<file path="config.mk">
export PLATFORM = sky130hd
export DESIGN_NAME = mem_port_arbiter
export DESIGN_NICKNAME = d
export VERILOG_FILES = /design/src/rtl/mem_port_arbiter.sv
export SDC_FILE = /design/constraint.sdc
export NUM_CORES = 1
export LEC_CHECK = 0
export CORE_MARGIN = 2
export CORE_UTILIZATION = 34
export DETAILED_ROUTE_END_ITERATION = 8
export HOLD_SLACK_MARGIN = 0.15
export PLACE_DENSITY = 0.78
export SYNTH_ARGS = -nofsm -noshare
export SYNTH_HDL_FRONTEND = slang
export SYNTH_SLANG_ARGS = --single-unit
</file>
<file path="constraint.sdc">
create_clock -name clk -period 2.7 [get_ports clk]
set_input_delay 0.54 -clock clk [delete_from_list [all_inputs] [get_ports clk]]
set_output_delay 0.54 -clock clk [all_outputs]
set_load 0.03 [all_outputs]
</file>
<file path="src/rtl/mem_port_arbiter.sv">
// Single memory port arbiter/sequencer shared by instruction fetch and data memory stage.
// Define MEM_ARB_RR_EN for round-robin arbitration; default is fixed DM-over-IF priority.
module mem_port_arbiter #(
  parameter int AW = 32,
  parameter int DW = 32
) (
  input  logic            clk,
  input  logic            rst,
  input  logic            if_req,
  input  logic [AW-1:0]   if_addr,
  output logic            if_valid,
  output logic [DW-1:0]   if_rdata,
  input  logic            dm_req,
  input  logic [AW-1:0]   dm_addr,
  input  logic            dm_we,
  input  logic [DW-1:0]   dm_wdata,
  input  logic [DW/8-1:0] dm_wmask,
  output logic            dm_valid,
  output logic [DW-1:0]   dm_rdata,
  output logic            mem_req,
  output logic [AW-1:0]   mem_addr,
  output logic            mem_we,
  output logic [DW-1:0]   mem_wdata,
  output logic [DW/8-1:0] mem_wmask,
  input  logic            mem_ack,
  input  logic            mem_rvalid,
  input  logic [DW-1:0]   mem_rdata
);

  localparam logic [1:0] S_IDLE  = 2'd0;
  localparam logic [1:0] S_ISSUE = 2'd1;
  localparam logic [1:0] S_WAIT  = 2'd2;

  localparam logic OWN_IF = 1'b0;
  localparam logic OWN_DM = 1'b1;

  logic [1:0]      state_q, state_d;
  logic            own_q, own_d;
  logic [AW-1:0]   addr_q, addr_d;
  logic            we_q, we_d;
  logic [DW-1:0]   wdata_q, wdata_d;
  logic [DW/8-1:0] wmask_q, wmask_d;
  logic            grant_dm;
  logic            complete;

`ifdef MEM_ARB_RR_EN
  // rr_q names the client preferred on the next contested grant (1 = DM)
  logic rr_q, rr_d;

  always_comb begin
    grant_dm = dm_req;
    rr_d     = rr_q;
    if (if_req && dm_req) begin
      grant_dm = rr_q;
      if (state_q == S_IDLE) rr_d = ~rr_q;
    end
  end

  always_ff @(posedge clk or posedge rst) begin
    if (rst) rr_q <= 1'b1;
    else     rr_q <= rr_d;
  end
`else
  assign grant_dm = dm_req;
`endif

  always_comb begin
    state_d  = state_q;
    own_d    = own_q;
    addr_d   = addr_q;
    we_d     = we_q;
    wdata_d  = wdata_q;
    wmask_d  = wmask_q;
    complete = 1'b0;
    case (state_q)
      S_IDLE: begin
        if (if_req || dm_req) begin
          state_d = S_ISSUE;
          if (grant_dm) begin
            own_d   = OWN_DM;
            addr_d  = dm_addr;
            we_d    = dm_we;
            wdata_d = dm_wdata;
            wmask_d = dm_wmask;
          end else begin
            own_d   = OWN_IF;
            addr_d  = if_addr;
            we_d    = 1'b0;
            wdata_d = '0;
            wmask_d = '0;
          end
        end
      end
      S_ISSUE: begin
        if (mem_ack) begin
          if (mem_rvalid) begin
            complete = 1'b1;
            state_d  = S_IDLE;
          end else begin
            state_d = S_WAIT;
          end
        end
      end
      S_WAIT: begin
        if (mem_rvalid) begin
          complete = 1'b1;
          state_d  = S_IDLE;
        end
      end
      default: state_d = S_IDLE;
    endcase
  end

  always_ff @(posedge clk or posedge rst) begin
    if (rst) begin
      state_q <= S_IDLE;
      own_q   <= OWN_IF;
      addr_q  <= '0;
      we_q    <= 1'b0;
      wdata_q <= '0;
      wmask_q <= '0;
    end else begin
      state_q <= state_d;
      own_q   <= own_d;
      addr_q  <= addr_d;
      we_q    <= we_d;
      wdata_q <= wdata_d;
      wmask_q <= wmask_d;
    end
  end

  // A withdrawn request swallows its response; the bus side still completes
  assign if_valid  = complete && (own_q == OWN_IF) && if_req;
  assign dm_valid  = complete && (own_q == OWN_DM) && dm_req;
  assign if_rdata  = mem_rdata;
  assign dm_rdata  = mem_rdata;

  assign mem_req   = (state_q == S_ISSUE);
  assign mem_addr  = addr_q;
  assign mem_we    = we_q;
  assign mem_wdata = wdata_q;
  assign mem_wmask = wmask_q;

endmodule
</file>
* After elaboration in Yosys (flattened, before gate mapping)
Index checks and enable logic that the tools add are counted.
** Word-level totals
- Memories :: 0
- Register bits :: 72
- Memory bits (read-only) :: 0
- RAM bits :: 0
- Latch bits :: 0
- Output and inout bits :: 136
** Cells by class
- Divide/modulo/power cells :: 0
- Muxes and demuxes :: 13
- Bitwise operators :: 1
- Equal/unequal tests :: 5
- Shift-type cells :: 0
- Reductions and logical operators :: 8
- Add/subtract/negate cells :: 0
- Order comparisons :: 0
- $mul :: 0
** Operators by type and width (number)
- 32-bit two-way mux :: 2
- 2-bit two-way mux :: 4
- 2-bit one-hot mux with 3 select lines :: 1
- 1-bit logical AND :: 4
- 1-bit two-way mux :: 4
- 4-bit two-way mux :: 1
- 2-bit != test, second input constant :: 2
- 3-bit AND reduction :: 1
- 2-bit by 1-bit == test with 1-bit output, second input constant :: 1
- 2-bit == test, second input constant :: 1
- 2-bit zero test :: 1
- 2-bit by 1-bit != test with 1-bit output, second input constant :: 1
- 1-bit one-hot mux with 2 select lines :: 1
- 2-bit AND reduction :: 1
- 1-bit logical OR :: 1
- 1-bit inverter :: 1

* Depth between registers and ports, before layout
- Depth after elaboration :: 5
- Depth in mapped cells :: 7

* Worst setup path after synthesis
OpenSTA, ideal clock, no wires.
- Path kind :: flip-flop to output port
- From :: register state_q[1]
- To :: output port if_valid
- Path buffers :: 0
- Cell stages (with the launch flop) :: 5
- Arrival :: 2.025 ns
- Slack :: 0.135 ns
- Cell sequence :: dfrtp_1 inv_1 ha_1 a21oi_1 nor4b_1
** On the way
- Longest elaborated chain between the ends :: 4
- Elaborated cells on any way between the ends :: 5
** RTL lines
- from (decl) :: line 37 : logic [1:0] state_q, state_d;
- from (signal assigned) :: line 123 : state_q <= state_d;
- 2-bit by 1-bit == test with 1-bit output
- named net mem_req :: line 20 : output logic mem_req,
- 1-bit one-hot mux with 2 select lines :: line 75 : case (state_q)
- 1-bit logical AND (2 in series) :: line 133 : assign if_valid = complete && (own_q == OWN_IF) && if_req;
- to (decl) :: line 11 : output logic if_valid,
The timed path passes the listed nets, and every way through them passes these cells.

* Final worst setup path
- From :: register state_q[1]
- To :: output port mem_req
** On the way
- Longest elaborated chain between the ends :: 1
** RTL lines
- 2-bit by 1-bit == test with 1-bit output :: line 138 : assign mem_req = (state_q == S_ISSUE);
- to (decl) :: line 20
No other way between the ends.

==> flow_metrics.env <==
export IMPL_min_path_type="reg -> reg"
export IMPL_grt_usage_pct=16.5
export IMPL_post_route_drc_count=0
export IMPL_finalHoldViolCount=0
export IMPL_rows=37
export IMPL_wl_per_cell_um=14.8
export IMPL_power_switching_mw=2.74
export IMPL_clkTransAtPathRegs_ns=0.08
export IMPL_dp_hpwl_mm=7.13
export IMPL_dieWidth_um=108
export IMPL_synth_seq_cells=72
export IMPL_rsz0062_at_grt="false"
export IMPL_critPathKind="reg -> out"
export IMPL_clock_latency_ns=0.33
export IMPL_synth_seq_area_share_pct=49.2
export IMPL_cp_buffers_inverters=2
export IMPL_wl_mm=9.47
export IMPL_seqPwrFrac_pct=30.5
export IMPL_ir_drop_v=0.000606
export IMPL_synth_warning_count=0
export IMPL_fin_skew_ns=0.00896
export IMPL_antenna_found_initial=0
export IMPL_maxCapViolations=0
export IMPL_max_freq_mhz=427
export IMPL_syn_avg_cell_area_um2=9.42
export IMPL_cts_resized=0
export IMPL_drive_above_1_share_pct=5.57
export IMPL_switching_share_pct=44.1
export IMPL_via_per_inst=4.63
export IMPL_setup_viol_count_final=0
export IMPL_postCtsSetupRepairBufs=0
export IMPL_clk_path_buf_depth=2
export IMPL_critical_path_arrival_ns=1.80
export IMPL_fin_tns_setup_ns=0
export IMPL_outcome="finished clean"
export IMPL_crit_fanout=4
export IMPL_overflow=0
export IMPL_worstSetupEndpointType="primary output"
export IMPL_crit_family="buffers and inverters"
export IMPL_gp_congestion=0.775
export IMPL_fin_nets=640
export IMPL_final_common_cell="clkdlybuf4s50_1"
export IMPL_clkSinkCount=72
export IMPL_crit_slowest_cell="clkdlybuf4s50_1"
export IMPL_grt_max_degree=73
export IMPL_drv_slew=0
export IMPL_die_h_um=108
export IMPL_cts_tree="done"
export IMPL_placed_cell_area_um2=5060
export IMPL_core_area_um2=10400
export IMPL_finalCritPeriodShare_pct=86.7
export IMPL_synth_distinct_cells=20
export IMPL_die_area_um2=11600
export IMPL_max_slew_margin_rel_pct=60.8
export IMPL_vias=2958
export IMPL_start_kind="register"
export IMPL_rrSetupSlack_ns=1.08
export IMPL_fin_area_um2=5270
export IMPL_mostFrequentLayoutCells="175 x clkdlybuf4s50_1, 111 x nand2_1, 72 x dfrtp_1"
export IMPL_port_buffer_count=178
export IMPL_p_int_mw=3.48
export IMPL_p_leak_nw=2.43
export IMPL_drt_pass1_iter_count=4
export IMPL_clkPwrFrac_pct=14.5
export IMPL_finish_utilization_pct=50.6
export IMPL_grt_pass1_vias=3033
export IMPL_syn_num_nets=531
export IMPL_tightest_slew_ns=0.588
export IMPL_area_delta_synth_final_pct=44.0
export IMPL_num_antenna_cells=0
export IMPL_cts_root_buf="clkbuf_8"
export IMPL_syn_inst=389
export IMPL_drtIter0Drc=55
export IMPL_cpPeakStageDelay_ns=0.72
export IMPL_start_util_pct=35.2
export IMPL_powerDensity_nw_per_um2=1180
export IMPL_netlist_area_um2=3660
export IMPL_hold_buffers=0
export IMPL_path_cells="inv_1 > ha_1 > clkdlybuf4s50_1"
export IMPL_cts_buffers=9
export IMPL_dp_cells=623
export IMPL_ant_nets=0
export IMPL_fin_cells=639
export IMPL_combPwrFrac_pct=55.1
export IMPL_required_ns=2.16
export IMPL_cts_htree_levels=3
export IMPL_ioPinCount=275
export IMPL_finalCriticalPeriod_ns=2.34
export IMPL_grt_pass1_wl_mm=15.0
tightest hold or removal path, delay by kind of cell (launching register included):
kind | cells | cell delay, ns
flops | 1 | 0.35
simple gates | 2 | 0.09
synthesized netlist by cell type, drive strengths merged:
cell type,n,area (um^2)
a211oi,1,7.51
a21oi,1,5.00
buf,82,629
clkbuf,5,18.8
dfrtp,72,1800
ha,3,37.5
inv,3,11.3
mux2i,33,330
nand2,111,417
nand2b,1,6.26
nand3,37,185
nor2,1,3.75
nor2b,2,12.5
nor3,2,10.0
nor4b,1,8.76
o21ai,33,169
o32a,1,10.0
worst paths after layout:
path                               from  cells after the start            to
max                          state_q[1]                      3       mem_req
min                        mem_wmask[3]                      2  mem_wmask[3]
max reg2reg                  state_q[0]                      6  mem_addr[18]
min reg2reg                mem_wmask[3]                      2  mem_wmask[3]
max in group asynchronous           rst                      3    state_q[0]
min in group asynchronous           rst                      3  mem_wdata[0]
power groups by stage:
| stage | registers (mW) | clock network [mW] | logic, mW |
|---|---|---|---|
| after floorplan | 2.91 | 0 | 1.26 |
| after global placement | 1.89 | 0 | 3.40 |
| after detailed placement | 1.92 | 0 | 3.47 |
| after CTS | 1.90 | 0.941 | 3.48 |
| after global routing | 1.96 | 0.989 | 3.68 |
| final | 1.90 | 0.902 | 3.43 |
per-layer routing:
layer	share of wire [%]	global-route usage (%)
met5	0	0
met3	9.8	6.42
met4	2.7	7.14
met2	49	27.8
met1	39	18.4
sequential cells by signal, summed over array words and instances, names as in the netlist:
name       count
mem_addr      32
own_q          1
mem_wdata     32
mem_we         1
mem_wmask      4
state_q        2
metrics by stage:
step	hold slack [ns]	total power [mW]	worst slack [ns]
after floorplan	0.467	4.16	0.135
after CTS	0.473	6.32	0.310
after global routing	0.490	6.63	0.222
after global placement	0.451	5.29	0.458
final	0.469	6.23	0.359
after detailed placement	0.454	5.39	0.464
cell families (layout without fill, tap and decap cells):
logic type      count (synthesis)  count (layout)  synth area share (%)
mux                            33              33                  9.02
flops                          72              72                  49.2
compound gates                 36              36                  5.23
fa+ha+maj                       3               3                  1.02
simple gates                  155             155                  17.6
buf+inv                        90             204                  18.0
cell type report:
type                    instances  area [um^2]
fillers                       954         5140
repair buffers                185         1860
flip-flops and latches         72         1800
multi-input cells             227         1210
well taps                     136          170
clock buffers                  12          165
clock inverters                 4         51.3
inverters                       3         11.3
No activity file was read; power rests on OpenSTA's default activity.
